===== src/rtl/stopwatch_ctrl_pkg.sv =====
// Shared types and constants for the stopwatch sequencing controller.
// The BCD-to-seconds helper keeps total_seconds arithmetic in one place.
package stopwatch_pkg;

    localparam int MAX_MIN_DEF  = 99;
    localparam int SEC_W_DEF    = 13;
    localparam int SEC_TENS_MAX = 5;
    localparam int DIGIT_MAX    = 9;

    typedef logic [3:0] bcd_t;

    typedef enum logic [2:0] {
        IDLE   = 3'd0,
        RUN    = 3'd1,
        PAUSE  = 3'd2,
        ADJUST = 3'd3,
        FULL   = 3'd4
    } state_e;

    function automatic logic [15:0] bcd_to_seconds(bcd_t min_tens, bcd_t min_ones,
                                                   bcd_t sec_tens, bcd_t sec_ones);
        return 16'(min_tens) * 16'd600 + 16'(min_ones) * 16'd60 +
               16'(sec_tens) * 16'd10 + 16'(sec_ones);
    endfunction

endpackage


===== src/rtl/stopwatch_ctrl_if.sv =====
// Control/status bundle between the stopwatch controller and its neighbours.
// Inputs are one-cycle pulses (ticks, buttons) or levels (adj_en, adj_sel); no back-pressure exists.
interface stopwatch_ctrl_if #(
    parameter int SEC_W = stopwatch_pkg::SEC_W_DEF
);
    import stopwatch_pkg::*;

    logic             tick_1hz;
    logic             tick_adj;
    logic             btn_reset;
    logic             btn_pause;
    logic             adj_en;
    logic             adj_sel;
    bcd_t             min_tens;
    bcd_t             min_ones;
    bcd_t             sec_tens;
    bcd_t             sec_ones;
    logic [SEC_W-1:0] total_seconds;
    logic             running;
    logic             blink;
    state_e           dbg_state;

    modport master (
        output tick_1hz, tick_adj, btn_reset, btn_pause, adj_en, adj_sel,
        input  min_tens, min_ones, sec_tens, sec_ones, total_seconds, running, blink, dbg_state
    );

    modport slave (
        input  tick_1hz, tick_adj, btn_reset, btn_pause, adj_en, adj_sel,
        output min_tens, min_ones, sec_tens, sec_ones, total_seconds, running, blink, dbg_state
    );

endinterface


===== src/rtl/stopwatch_ctrl_bcd_digit_counter.sv =====
// One registered BCD digit with wrap at MODULUS-1 and a ripple carry.
// next_o exposes the value the digit will take, so sums can be registered alongside it.
module bcd_digit_counter
    import stopwatch_pkg::*;
#(
    parameter int MODULUS = 10
) (
    input  logic clk,
    input  logic rst,
    input  logic inc_i,
    input  logic clr_i,
    output bcd_t digit_o,
    output bcd_t next_o,
    output logic carry_o
);

    localparam bcd_t DMAX = bcd_t'(MODULUS - 1);

    bcd_t digit_q;
    bcd_t digit_d;

    always_comb begin
        digit_d = digit_q;
        if (clr_i) begin
            digit_d = '0;
        end else if (inc_i) begin
            // Out-of-range values also wrap to zero rather than counting on.
            digit_d = (digit_q >= DMAX) ? '0 : digit_q + 4'd1;
        end
    end

    always_ff @(posedge clk) begin
        if (rst) begin
            digit_q <= '0;
        end else begin
            digit_q <= digit_d;
        end
    end

    assign digit_o = digit_q;
    assign next_o  = digit_d;
    assign carry_o = inc_i & (digit_q == DMAX);

endmodule


===== src/rtl/stopwatch_ctrl.sv =====
// Stopwatch sequencer: run/pause/adjust/full FSM driving a chained MM:SS BCD count.
// All outputs are registered; total_seconds is derived from the next-state digits.
module stopwatch_ctrl
    import stopwatch_pkg::*;
#(
    parameter int MAX_MIN = MAX_MIN_DEF,
    parameter int SEC_W   = SEC_W_DEF
) (
    input logic             clk,
    input logic             rst,
    stopwatch_ctrl_if.slave sw
);

    localparam bcd_t MT_MAX = bcd_t'(MAX_MIN / 10);
    localparam bcd_t MO_MAX = bcd_t'(MAX_MIN % 10);
    localparam bcd_t ST_MAX = bcd_t'(SEC_TENS_MAX);
    localparam bcd_t SO_MAX = bcd_t'(DIGIT_MAX);

    state_e           state_q, state_d;
    logic             blink_q, blink_d;
    logic             running_q;
    logic [SEC_W-1:0] total_q, total_d;

    logic cnt_inc;
    logic adj_sec_inc;
    logic adj_min_inc;
    logic adj_min_wrap;
    logic clr_all;

    bcd_t so_q, st_q, mo_q, mt_q;
    bcd_t so_n, st_n, mo_n, mt_n;
    logic so_carry, st_carry, mo_carry;
    logic unused_mt_carry;

    logic at_max_min;
    logic at_full;

    assign at_max_min = (mt_q == MT_MAX) && (mo_q == MO_MAX);
    assign at_full    = at_max_min && (st_q == ST_MAX) && (so_q == SO_MAX);

    always_comb begin
        state_d      = state_q;
        blink_d      = blink_q;
        cnt_inc      = 1'b0;
        adj_sec_inc  = 1'b0;
        adj_min_inc  = 1'b0;
        adj_min_wrap = 1'b0;
        clr_all      = 1'b0;

        if (sw.btn_reset) begin
            clr_all = 1'b1;
            state_d = IDLE;
            blink_d = 1'b0;
        end else if (sw.adj_en) begin
            state_d = ADJUST;
            // The entry cycle only changes state; adjust ticks act once in ADJUST.
            if (state_q == ADJUST && sw.tick_adj) begin
                blink_d = ~blink_q;
                if (sw.adj_sel) begin
                    if (at_max_min) begin
                        adj_min_wrap = 1'b1;
                    end else begin
                        adj_min_inc = 1'b1;
                    end
                end else begin
                    adj_sec_inc = 1'b1;
                end
            end
        end else begin
            case (state_q)
                IDLE, PAUSE: begin
                    if (sw.btn_pause) begin
                        state_d = RUN;
                    end
                end
                RUN: begin
                    if (sw.btn_pause) begin
                        state_d = PAUSE;
                    end else if (sw.tick_1hz) begin
                        if (at_full) begin
                            state_d = FULL;
                        end else begin
                            cnt_inc = 1'b1;
                        end
                    end
                end
                ADJUST: begin
                    state_d = PAUSE;
                    blink_d = 1'b0;
                end
                FULL: begin
                    state_d = FULL;
                end
                default: begin
                    state_d = IDLE;
                    blink_d = 1'b0;
                end
            endcase
        end
    end

    // Seconds carry into minutes only while counting, never while adjusting.
    bcd_digit_counter #(.MODULUS(DIGIT_MAX + 1)) u_sec_ones (
        .clk     (clk),
        .rst     (rst),
        .inc_i   (cnt_inc | adj_sec_inc),
        .clr_i   (clr_all),
        .digit_o (so_q),
        .next_o  (so_n),
        .carry_o (so_carry)
    );

    bcd_digit_counter #(.MODULUS(SEC_TENS_MAX + 1)) u_sec_tens (
        .clk     (clk),
        .rst     (rst),
        .inc_i   (so_carry),
        .clr_i   (clr_all),
        .digit_o (st_q),
        .next_o  (st_n),
        .carry_o (st_carry)
    );

    bcd_digit_counter #(.MODULUS(DIGIT_MAX + 1)) u_min_ones (
        .clk     (clk),
        .rst     (rst),
        .inc_i   ((st_carry & cnt_inc) | adj_min_inc),
        .clr_i   (clr_all | adj_min_wrap),
        .digit_o (mo_q),
        .next_o  (mo_n),
        .carry_o (mo_carry)
    );

    bcd_digit_counter #(.MODULUS(MAX_MIN / 10 + 1)) u_min_tens (
        .clk     (clk),
        .rst     (rst),
        .inc_i   (mo_carry),
        .clr_i   (clr_all | adj_min_wrap),
        .digit_o (mt_q),
        .next_o  (mt_n),
        .carry_o (unused_mt_carry)
    );

    assign total_d = SEC_W'(bcd_to_seconds(mt_n, mo_n, st_n, so_n));

    always_ff @(posedge clk) begin
        if (rst) begin
            state_q   <= IDLE;
            blink_q   <= 1'b0;
            running_q <= 1'b0;
            total_q   <= '0;
        end else begin
            state_q   <= state_d;
            blink_q   <= blink_d;
            running_q <= (state_d == RUN);
            total_q   <= total_d;
        end
    end

    assign sw.min_tens      = mt_q;
    assign sw.min_ones      = mo_q;
    assign sw.sec_tens      = st_q;
    assign sw.sec_ones      = so_q;
    assign sw.total_seconds = total_q;
    assign sw.running       = running_q;
    assign sw.blink         = blink_q;
    assign sw.dbg_state     = state_q;

endmodule


===== src/flat_wrapper.sv =====
// flat-port wrapper written by rule: the top's interface ports become plain ports
module stopwatch_ctrl_flat import stopwatch_pkg::*;
#(
    parameter int MAX_MIN = MAX_MIN_DEF,
    parameter int SEC_W   = SEC_W_DEF
)
  (clk, rst, sw_tick_1hz, sw_tick_adj, sw_btn_reset, sw_btn_pause, sw_adj_en, sw_adj_sel, sw_min_tens, sw_min_ones, sw_sec_tens, sw_sec_ones, sw_total_seconds, sw_running, sw_blink, sw_dbg_state);
  stopwatch_ctrl_if #(.SEC_W(SEC_W)) sw_i ();
  input logic clk;
  input logic rst;
  input wire logic [$bits(sw_i.tick_1hz)-1:0] sw_tick_1hz;
  input wire logic [$bits(sw_i.tick_adj)-1:0] sw_tick_adj;
  input wire logic [$bits(sw_i.btn_reset)-1:0] sw_btn_reset;
  input wire logic [$bits(sw_i.btn_pause)-1:0] sw_btn_pause;
  input wire logic [$bits(sw_i.adj_en)-1:0] sw_adj_en;
  input wire logic [$bits(sw_i.adj_sel)-1:0] sw_adj_sel;
  output wire logic [$bits(sw_i.min_tens)-1:0] sw_min_tens;
  output wire logic [$bits(sw_i.min_ones)-1:0] sw_min_ones;
  output wire logic [$bits(sw_i.sec_tens)-1:0] sw_sec_tens;
  output wire logic [$bits(sw_i.sec_ones)-1:0] sw_sec_ones;
  output wire logic [$bits(sw_i.total_seconds)-1:0] sw_total_seconds;
  output wire logic [$bits(sw_i.running)-1:0] sw_running;
  output wire logic [$bits(sw_i.blink)-1:0] sw_blink;
  output wire logic [$bits(sw_i.dbg_state)-1:0] sw_dbg_state;
  assign sw_i.tick_1hz = sw_tick_1hz;
  assign sw_i.tick_adj = sw_tick_adj;
  assign sw_i.btn_reset = sw_btn_reset;
  assign sw_i.btn_pause = sw_btn_pause;
  assign sw_i.adj_en = sw_adj_en;
  assign sw_i.adj_sel = sw_adj_sel;
  assign sw_min_tens = sw_i.min_tens;
  assign sw_min_ones = sw_i.min_ones;
  assign sw_sec_tens = sw_i.sec_tens;
  assign sw_sec_ones = sw_i.sec_ones;
  assign sw_total_seconds = sw_i.total_seconds;
  assign sw_running = sw_i.running;
  assign sw_blink = sw_i.blink;
  assign sw_dbg_state = sw_i.dbg_state;
  stopwatch_ctrl #(.MAX_MIN(MAX_MIN), .SEC_W(SEC_W)) u_core (.clk(clk), .rst(rst), .sw(sw_i));
endmodule

===== config.mk =====
export PLATFORM = sky130hd
export DESIGN_NAME = stopwatch_ctrl_flat
export DESIGN_NICKNAME = d
export VERILOG_FILES = /design/src/rtl/stopwatch_ctrl_pkg.sv /design/src/rtl/stopwatch_ctrl_if.sv /design/src/rtl/stopwatch_ctrl_bcd_digit_counter.sv /design/src/rtl/stopwatch_ctrl.sv /design/src/flat_wrapper.sv
export SDC_FILE = /design/constraint.sdc
export NUM_CORES = 1
export LEC_CHECK = 0
export ABC_CLOCK_PERIOD_IN_PS = 16260
export BUFFER_PORTS_ARGS = -buffer_cell sky130_fd_sc_hd__buf_2
export CAP_MARGIN = 20
export CORE_MARGIN = 5
export CORE_UTILIZATION = 51
export CTS_CLUSTER_SIZE = 10
export DETAILED_ROUTE_END_ITERATION = 8
export PLACE_DENSITY = 0.77
export RECOVER_POWER = 100
export SYNTH_ARGS = -nofsm -noshare
export SYNTH_HDL_FRONTEND = slang
export SYNTH_HIERARCHICAL = 1
export SYNTH_SLANG_ARGS = --single-unit

===== constraint.sdc =====
create_clock -name clk -period 16.26 [get_ports clk]
set_input_delay 0.813 -clock clk [delete_from_list [all_inputs] [get_ports clk]]
set_output_delay 0.813 -clock clk [all_outputs]
set_load 0.01 [all_outputs]

==> metrics.cfg <==
[outcome]
status=complete, no violations

[worst_setup_path]
worst_path_largest_cell_delay_ns=0.81
timing.rr.start=u_core/sw.dbg_state[0]
end_kind=register
critPathTopFamily=simple AND/OR/NAND/NOR gates
critical_path_cell_count=33
path_common_cell=ha_1
crit_type=in2reg
setup.worst_path.start=sw_btn_pause
cp_max_fo=7
required_ns=16.42
cp-start-kind=input pin
crit_buf_inv=3
ff2ff_path_depth=32
slowest_stage=nor3b_1
cp_data_arrival_time_ns=9.10

[grt]
grt_pass1_wl_mm=11.0
grt_max_degree=30
grt_usage=0.174
antenna_found_initial=0
grt_pass1_vias=2516
globalRouteOverflowTotal=0

[yosys]
avgSynthCellArea_um2=9.26
yosys_warnings=6
synth_nets=433
mappedNetlistArea_um2=3240
synthCells=350

[cts]
postCtsSetupBuffers=0
cts_root_buffer=clkbuf_8
cts.clk_slew.worst_paths_ns=0.07
numCtsBuffers=5
tritoncts=done
clk_latency_ns=0.29
clockBufferDepth=2
cts_resized=0
cts.sinks=34
ctsHoldBuffers=0
htree_num_levels=2

[sta]
rsz0062_at_grt=no
skew_ns=0.00356
slew_headroom=0.364
setup_violations=0
fmax_ghz=0.112
worstMarginPinSlew_ns=0.952
final.min_clock_period_ns=8.94
final_hold_viol_count=0
finalSetupTns_ns=0
slew_viol_final=0
timing.final.crit_share=0.550

[floorplan]
num_rows=29
io-pin-count=42
core_um2=6280
fp.dieW_um=89.7
die_h_um=89.7
die_area_um2=8050
initial_core_util=0.516

[route]
drcViolationCount=0
vias_per_cell=5.45
drtIter0Drc=78
drt-pass1-iter-count=4
postRouteAntennaNets=0
wirelength_mm=6.64
num_vias=2572
wl_per_cell_um=14.1

[placement]
io_buffer_count=41
dpl_cell_area_um2=3520
gp_congestion=0.925
dp_hpwl_mm=5.38

[layout]
final_nets=477
drive_above_1_share=0.0582
final_core_util=0.561
finalInstanceArea_um2=3520
area_growth_pct=8.77
insertedDiodeCount=0

[hold_path]
worstHoldPathType=reg2reg
hold_depth=2
hp-start=u_core/sw.blink

[pwr]
static-leakage-power_nw=1.66
ir_worst_vdd_mv=0.0288
power.density_nw_per_um2=47.8

[job]
cap_violations=0

## path summary, 6_finish.rpt
kind                                      end  slack (ns)
setup / recovery  u_core/sw.total_seconds[12]        7.32
hold reg to reg               u_core/sw.blink        0.58
hold / removal                u_core/sw.blink        0.58
setup reg to reg  u_core/sw.total_seconds[12]        7.54
## tightest hold or removal path, cell delays in order (launching register included)
cell	delay (ns)
dfxtp_1	0.33
o21ai_0	0.16
nor3_1	0.04
## stage by stage
step | power, mW | std cells | setup slack, ns | hold WS (ns)
after global placement | 0.0938 | 464 | 7.55 | 0.558
after detailed placement | 0.0940 | 464 | 7.13 | 0.559
after floorplan | 0.0909 | 350 | 8.78 | 0.569
after CTS | 0.171 | 472 | 7.40 | 0.578
final | 0.168 | 472 | 7.32 | 0.576
after global routing | 0.175 | 472 | 6.62 | 0.641
## layer usage
layer,up-vias,GRT usage,wire (um)
li1,1291,-,-
met3,5,0.0319,296
met1,1230,0.211,2920
met5,-,0,0
met4,0,0.0582,80
met2,46,0.307,3350
## cell usage in the layout (no fill, tap or decap), types with 2 or more instances in the layout
cell / count
a21boi_0: 2
a21o_1: 5
a21oi_1: 14
a221oi_1: 2
a32oi_1: 2
buf_2: 6
clkbuf_1: 37
clkbuf_8: 5
dfxtp_1: 34
fa_1: 15
ha_1: 60
inv_1: 36
mux2i_1: 5
nand2_1: 14
nand2b_1: 3
nand3_1: 2
nand4_1: 4
nand4bb_1: 3
nor2_1: 47
nor2b_1: 9
nor3_1: 12
nor3b_1: 4
nor3b_2: 3
nor4_1: 2
nor4b_1: 2
o211ai_1: 2
o21a_1: 2
o21ai_0: 11
o21bai_1: 5
xnor2_1: 12
xor2_1: 11
## power by group
group / internal [mW] / leakage, nW / switching, mW
sequential: 0.0836 / 0.274 / 0.000484
clock: 0.0459 / 0.0524 / 0.0311
combinational: 0.00236 / 1.33 / 0.00489
## state kept, by name, summed over array words and instances, names as in the netlist
name,count
u_core/sw.blink,1
u_core/sw.dbg_state,3
u_core/sw.running,1
u_core/sw.total_seconds,13
u_core/u_min_ones/digit_o,4
u_core/u_min_tens/digit_o,4
u_core/u_sec_ones/digit_o,4
u_core/u_sec_tens/digit_o,4
## layout make-up
type                    count  area, um2
clock inverters             1       30.0
clock buffers               7       76.3
well taps                  77       96.3
multi-input cells         276       2340
repair buffers             41        161
flip-flops and latches     34        681
fillers                   597       2750
inverters                  36        135
Note: power is estimated with default switching activity, not from simulation.
